`src/rtl/queue_pkg.sv`:
```
// Shared encodings and widths for the frame byte queue.
package queue_pkg;

    localparam int BYTE_W = 8;

    typedef enum logic {
        ST_HUNT = 1'b0,
        ST_SYNC = 1'b1
    } state_t;

endpackage

```
`src/rtl/byte_fifo.sv`:
```
// Circular byte FIFO with extra-MSB pointers, occupancy level and a registered read port.
module byte_fifo
    import queue_pkg::*;
#(
    parameter int DEPTH = 16,
    parameter int AW    = 4
) (
    input  logic              clk,
    input  logic              reset,
    input  logic              wr_en,
    input  logic [BYTE_W-1:0] wr_data,
    input  logic              rd_en,
    output logic [BYTE_W-1:0] rd_data,
    output logic              rd_valid,
    output logic              empty,
    output logic              full,
    output logic [AW:0]       level,
    output logic              wr_accept
);

    logic [BYTE_W-1:0] mem [DEPTH];
    logic [AW:0]       wr_ptr;
    logic [AW:0]       rd_ptr;
    logic              rd_fire;

    assign empty = (wr_ptr == rd_ptr);
    assign full  = (wr_ptr[AW] != rd_ptr[AW]) && (wr_ptr[AW-1:0] == rd_ptr[AW-1:0]);
    assign level = wr_ptr - rd_ptr;

    // A full FIFO still takes a write when the same cycle frees a slot.
    assign rd_fire   = rd_en && !empty;
    assign wr_accept = wr_en && (!full || rd_fire);

    always_ff @(posedge clk) begin
        if (reset) begin
            wr_ptr   <= '0;
            rd_ptr   <= '0;
            rd_data  <= '0;
            rd_valid <= 1'b0;
        end else begin
            rd_valid <= rd_fire;
            if (rd_fire) begin
                rd_data <= mem[rd_ptr[AW-1:0]];
                rd_ptr  <= rd_ptr + 1'b1;
            end
            if (wr_accept) begin
                wr_ptr <= wr_ptr + 1'b1;
            end
        end
    end

    always_ff @(posedge clk) begin
        if (wr_accept) begin
            mem[wr_ptr[AW-1:0]] <= wr_data;
        end
    end

endmodule

```
`src/rtl/frame_byte_queue.sv`:
```
// Frame hunter and payload queue behind the serial framer.
// Define QUEUE_STATS_EN to build the drop/frame statistics counters.
module frame_byte_queue
    import queue_pkg::*;
#(
    parameter int DEPTH       = 16,
    parameter int AW          = 4,
    parameter int PAYLOAD_LEN = 6
) (
    input  logic              ser_clk,
    input  logic              reset,
    input  logic              clk_div_8,
    input  logic [BYTE_W-1:0] par_out,
    input  logic              decode_AB,
    input  logic              rd_en,
    output logic [BYTE_W-1:0] rd_data,
    output logic              rd_valid,
    output logic              empty,
    output logic              full,
    output logic [AW:0]       level,
    output logic              in_frame,
    output logic              overflow,
    output logic [7:0]        drop_cnt,
    output logic [7:0]        frame_cnt
);

    localparam logic [7:0] LAST_IDX = 8'(PAYLOAD_LEN - 1);

    logic   clk_div_8_q;
    logic   byte_stb;
    state_t state, state_next;
    logic [7:0] cnt, cnt_next;
    logic   wr_req;
    logic   wr_accept;
    logic   drop;

    assign byte_stb = clk_div_8 && !clk_div_8_q;
    assign in_frame = (state == ST_SYNC);
    assign drop     = wr_req && !wr_accept;

    always_ff @(posedge ser_clk) begin
        if (reset) begin
            clk_div_8_q <= 1'b0;
            state       <= ST_HUNT;
            cnt         <= '0;
            overflow    <= 1'b0;
        end else begin
            clk_div_8_q <= clk_div_8;
            state       <= state_next;
            cnt         <= cnt_next;
            if (drop) begin
                overflow <= 1'b1;
            end
        end
    end

    // A marker inside a frame restarts the payload count; dropped bytes still count.
    always_comb begin
        state_next = state;
        cnt_next   = cnt;
        wr_req     = 1'b0;
        if (byte_stb) begin
            case (state)
                ST_HUNT: begin
                    if (decode_AB) begin
                        state_next = ST_SYNC;
                        cnt_next   = '0;
                    end
                end
                ST_SYNC: begin
                    if (decode_AB) begin
                        cnt_next = '0;
                    end else begin
                        wr_req = 1'b1;
                        if (cnt == LAST_IDX) begin
                            state_next = ST_HUNT;
                            cnt_next   = '0;
                        end else begin
                            cnt_next = cnt + 8'd1;
                        end
                    end
                end
                default: state_next = ST_HUNT;
            endcase
        end
    end

    byte_fifo #(
        .DEPTH (DEPTH),
        .AW    (AW)
    ) u_fifo (
        .clk       (ser_clk),
        .reset     (reset),
        .wr_en     (wr_req),
        .wr_data   (par_out),
        .rd_en     (rd_en),
        .rd_data   (rd_data),
        .rd_valid  (rd_valid),
        .empty     (empty),
        .full      (full),
        .level     (level),
        .wr_accept (wr_accept)
    );

`ifdef QUEUE_STATS_EN
    logic frame_done;

    assign frame_done = byte_stb && (state == ST_SYNC) && !decode_AB && (cnt == LAST_IDX);

    always_ff @(posedge ser_clk) begin
        if (reset) begin
            drop_cnt  <= '0;
            frame_cnt <= '0;
        end else begin
            if (drop && (drop_cnt != 8'hFF)) begin
                drop_cnt <= drop_cnt + 8'd1;
            end
            if (frame_done) begin
                frame_cnt <= frame_cnt + 8'd1;
            end
        end
    end
`else
    assign drop_cnt  = 8'd0;
    assign frame_cnt = 8'd0;
`endif

endmodule
```
`config.mk`:
```
export PLATFORM = sky130hd
export DESIGN_NAME = frame_byte_queue
export DESIGN_NICKNAME = d
export VERILOG_FILES = /design/src/rtl/queue_pkg.sv /design/src/rtl/byte_fifo.sv /design/src/rtl/frame_byte_queue.sv
export SDC_FILE = /design/constraint.sdc
export NUM_CORES = 1
export LEC_CHECK = 0
export ABC_AREA = 1
export BUFFER_PORTS_ARGS = -buffer_cell sky130_fd_sc_hd__buf_4
export CORE_MARGIN = 1
export CORE_UTILIZATION = 60
export DETAILED_ROUTE_END_ITERATION = 12
export GPL_TIMING_DRIVEN = 0
export PLACE_DENSITY = 0.84
export RECOVER_POWER = 50
export SYNTH_ARGS = -nofsm -noshare
export SYNTH_HDL_FRONTEND = slang
export SYNTH_SLANG_ARGS = --single-unit
```
`constraint.sdc`:
```
create_clock -name ser_clk -period 3.6 [get_ports ser_clk]
set_input_delay 0.18 -clock ser_clk [delete_from_list [all_inputs] [get_ports ser_clk]]
set_output_delay 0.18 -clock ser_clk [all_outputs]
set_load 0.02 [all_outputs]
```
==> summary.md <==
| Metric | Value |
|---|---|
| Antenna Cells | `0` |
| Gate power share | `13.8%` |
| Max_slew headroom | `8.67%` |
| Warnings, synthesis | `0` |
| Worst VDD drop | `0.339 mV` |
| HP Start | `decode_AB` |
| Hold path endpoint | `in_frame` |
| RSZ-0062 raised after global routing | `no` |
| Cts repair resizes | `0` |
| Worst slew pin tran | `1.36 ns` |
| Part of the power in the clock network | `42.4%` |
| Final hold vios | `0` |
| Share of cells above drive strength 1 | `12.3%` |
| Area growth syn-to-layout | `14.8%` |
| Synth area leaders | `edfxtp_1 (55%), dfxtp_1 (8.6%), nand2_1 (8.6%), nor2_1 (7.2%), nand3_1 (3.6%)` |
| Total Routing Usage GR | `29.9%` |
| Die width | `110 microns` |
| DRT Wirelength | `16,600 microns` |
| Slew Viols, Final | `0` |
| Most common cell after layout, fill and taps aside | `nand2_1` |
| Leakage | `3.14 nW` |
| FF-to-FF Start | `u_fifo.rd_ptr[2]` |
| R2R Setup Slk | `0.36 ns` |
| Critical R2R Capture | `u_fifo.mem[11][1]` |
| Final period utilization | `90.1%` |
| Max-cap check violation count | `0` |
| Crit Path Category | `flop to flop` |
| Status | `complete, no violations` |
| Crit end category | `flop` |
| Worst Path Arrival | `3.27 ns` |
| Count of final setup violators | `0` |
| Worst path required time | `3.63 ns` |
| Final Critical Period | `3.24 ns` |
| Largest net degree at the start of global routing | `17` |
| Root cell of the clock tree | `clkbuf_16` |
| Sw Pwr | `0.00123 W` |
| First DRT Iteration DRCs | `529` |
| Vias in the first global route | `4,909` |
| Global-route wire length before repair | `25,400 microns` |
| Initial antenna violation count | `0` |
| Final core occ | `71.9%` |
| Antenna viol nets, final | `0` |
| DR pass1 iterations | `6` |
| Synth top area share | `55.3%` |
| Area leader, netlist | `edfxtp_1` |
| Setup TNS | `0 ns` |
| Mapped Cells | `693` |
| Overall power | `0.00461 W` |
| Net Sw Frac | `26.7%` |
| Global placement routability congestion | `0.941` |
| Netlist cell types | `34` |
| Via count | `5,236` |
| Clock tree sinks | `158` |
| Die Ht | `110 microns` |
| PwrDens | `579 nW/um^2` |
| Register area share after synthesis | `64.0%` |
| FILL cells | `781` |
| WL/cell | `18.2 microns` |
| Max Clock Skew | `0.00712 ns` |
| Hold crit path type | `input pin to flop` |
| Yosys reg bits | `158` |
| Commonest non-fill, non-tap cells in the layout | `nand2_1 (159), nor2_1 (134), edfxtp_1 (128), nand3_1 (50), inv_1 (35)` |
| Buffers on Ports | `30` |
| Max Root-Sink Buffers | `2` |
| # IOs | `47` |
| Hold depth | `3` |
| H-tree Lvls | `4` |
| Mean number of vias per cell | `5.75` |
| Reg2Reg Depth | `11` |
| Std-Cell Rows | `38` |
| Clk slew on worst S/H paths | `0.06 ns` |
| Startpoint Class | `flop` |
| Cell Int Power | `0.00338 W` |
| # nets final | `783` |
| CORE AREA | `11,100 sq um` |
| Total gr overflow | `0` |
| Full die area | `12,000 sq um` |
| Starting Density | `62.7%` |
| Max Freq | `308 MHz` |
| Post-route DRC | `0` |
| Post-Syn Area | `6950 sq um` |
| Worst-path maximum fanout | `10` |
| Flop pwr share | `43.8%` |
| Synth Area per Inst | `10.0 sq um` |
| CTS tree | `done` |
| Clk_lat worst skew | `0.42 ns` |
| Detailed Place HPWL | `10,700 microns` |
| Total CTS buffers | `17` |
| CP startpoint | `u_fifo.rd_ptr[2]` |
-- critical path, stage by stage (launching register included) --
cell and delay (ns):
dfxtp_1 0.36, buf_2 0.25, buf_2 0.27, inv_1 0.08
ha_1 0.35, nand2_1 0.11, nor2_2 0.06, inv_1 0.06
nor2_2 0.05, nand2_2 0.09, nand2_4 0.11, nor3_1 1.05
-- registers in the layout, summed over array words and instances (netlist names) --
| name | flops |
|---|---|
| u_fifo.mem | 128 |
| overflow | 1 |
| u_fifo.wr_ptr | 5 |
| in_frame | 1 |
| u_fifo.rd_ptr | 5 |
| cnt | 8 |
| u_fifo.rd_valid | 1 |
| u_fifo.rd_data | 8 |
| clk_div_8_q | 1 |
-- power groups by stage --
stage | Combinational [W] | Clock (W) | Sequential, W
floorplan | 0.000404 | 0 | 0.00207
global placement | 0.000628 | 0 | 0.00205
detailed placement | 0.000646 | 0 | 0.00206
CTS | 0.000656 | 0.00196 | 0.00202
global route | 0.000702 | 0.00204 | 0.00202
finish | 0.000638 | 0.00195 | 0.00202
-- cells by family after synthesis --
group / share of synthesized area (%)
and+or+nand+nor: 21.4
AOI/OAI and AO/OA: 4.79
xor gates and xnor gates: 1.37
other: 0.0540
buffers and inverters: 6.09
adders and majority gates: 2.27
DFF: 64.0
-- cell type report --
type / count / area, sq um / share of cell area [%]
inverter: 39 / 150 / 1.88
buffer: 45 / 273 / 3.42
clock buffer: 17 / 425 / 5.34
timing repair buffer: 31 / 156 / 1.96
multi-input combinational: 466 / 2120 / 26.6
tap: 140 / 175 / 2.20
sequential: 158 / 4440 / 55.8
clock inverter: 15 / 225 / 2.83
-- how the worst max path moves through the flow --
stage	slack, ns	cells after the start	to
floorplan	1.07	11	u_fifo.mem[7][0]
global placement	0.54	11	u_fifo.mem[11][3]
detailed placement	0.41	11	u_fifo.mem[11][2]
CTS	0.34	11	u_fifo.mem[11][1]
global route	0.19	11	u_fifo.mem[11][1]
finish	0.36	11	u_fifo.mem[11][1]
-- Yosys cell counts (all sizes together) --
cell type    n
edfxtp     128
conb         1
and3         2
xnor2        3
o21ai       50
a31oi        1
nand4        2
nand3       50
a21oi       13
nand2      166
fa           1
ha          11
dfxtp       30
buf         39
nor2       137
clkinv       1
or2          1
inv         38
xor2         7
nor3         5
clkbuf       6
nor3b        1
-- per-layer routing --
| layer | vias to the layer above | GRT usage (%) | part of all wire [%] |
|---|---|---|---|
| li1 | 2407 | - | - |
| met1 | 2506 | 37.5 | 38 |
| met2 | 282 | 49.2 | 50 |
| met3 | 41 | 8.24 | 9.5 |
| met4 | 0 | 12.7 | 2.8 |
| met5 | - | 0 | 0 |
-- through the flow --
| stage | cell area, sq um | hold slack [ns] | instances | setup slack, ns |
|---|---|---|---|---|
| after CTS | 8060 | 0.0517 | 911 | 0.342 |
| after global routing | 7970 | 0.0650 | 911 | 0.191 |
| final | 7970 | 0.0587 | 911 | 0.356 |
| after detailed placement | 7400 | 0.404 | 878 | 0.410 |
| after floorplan | 7000 | 0.279 | 708 | 1.07 |
| after global placement | 7400 | 0.396 | 878 | 0.541 |
-- repair_timing --
action,CTS,global route
hold endpoints to repair,1,0
hold buffers,1,0
buffers inserted,0,0
Note: power is estimated with default switching activity, not from simulation.
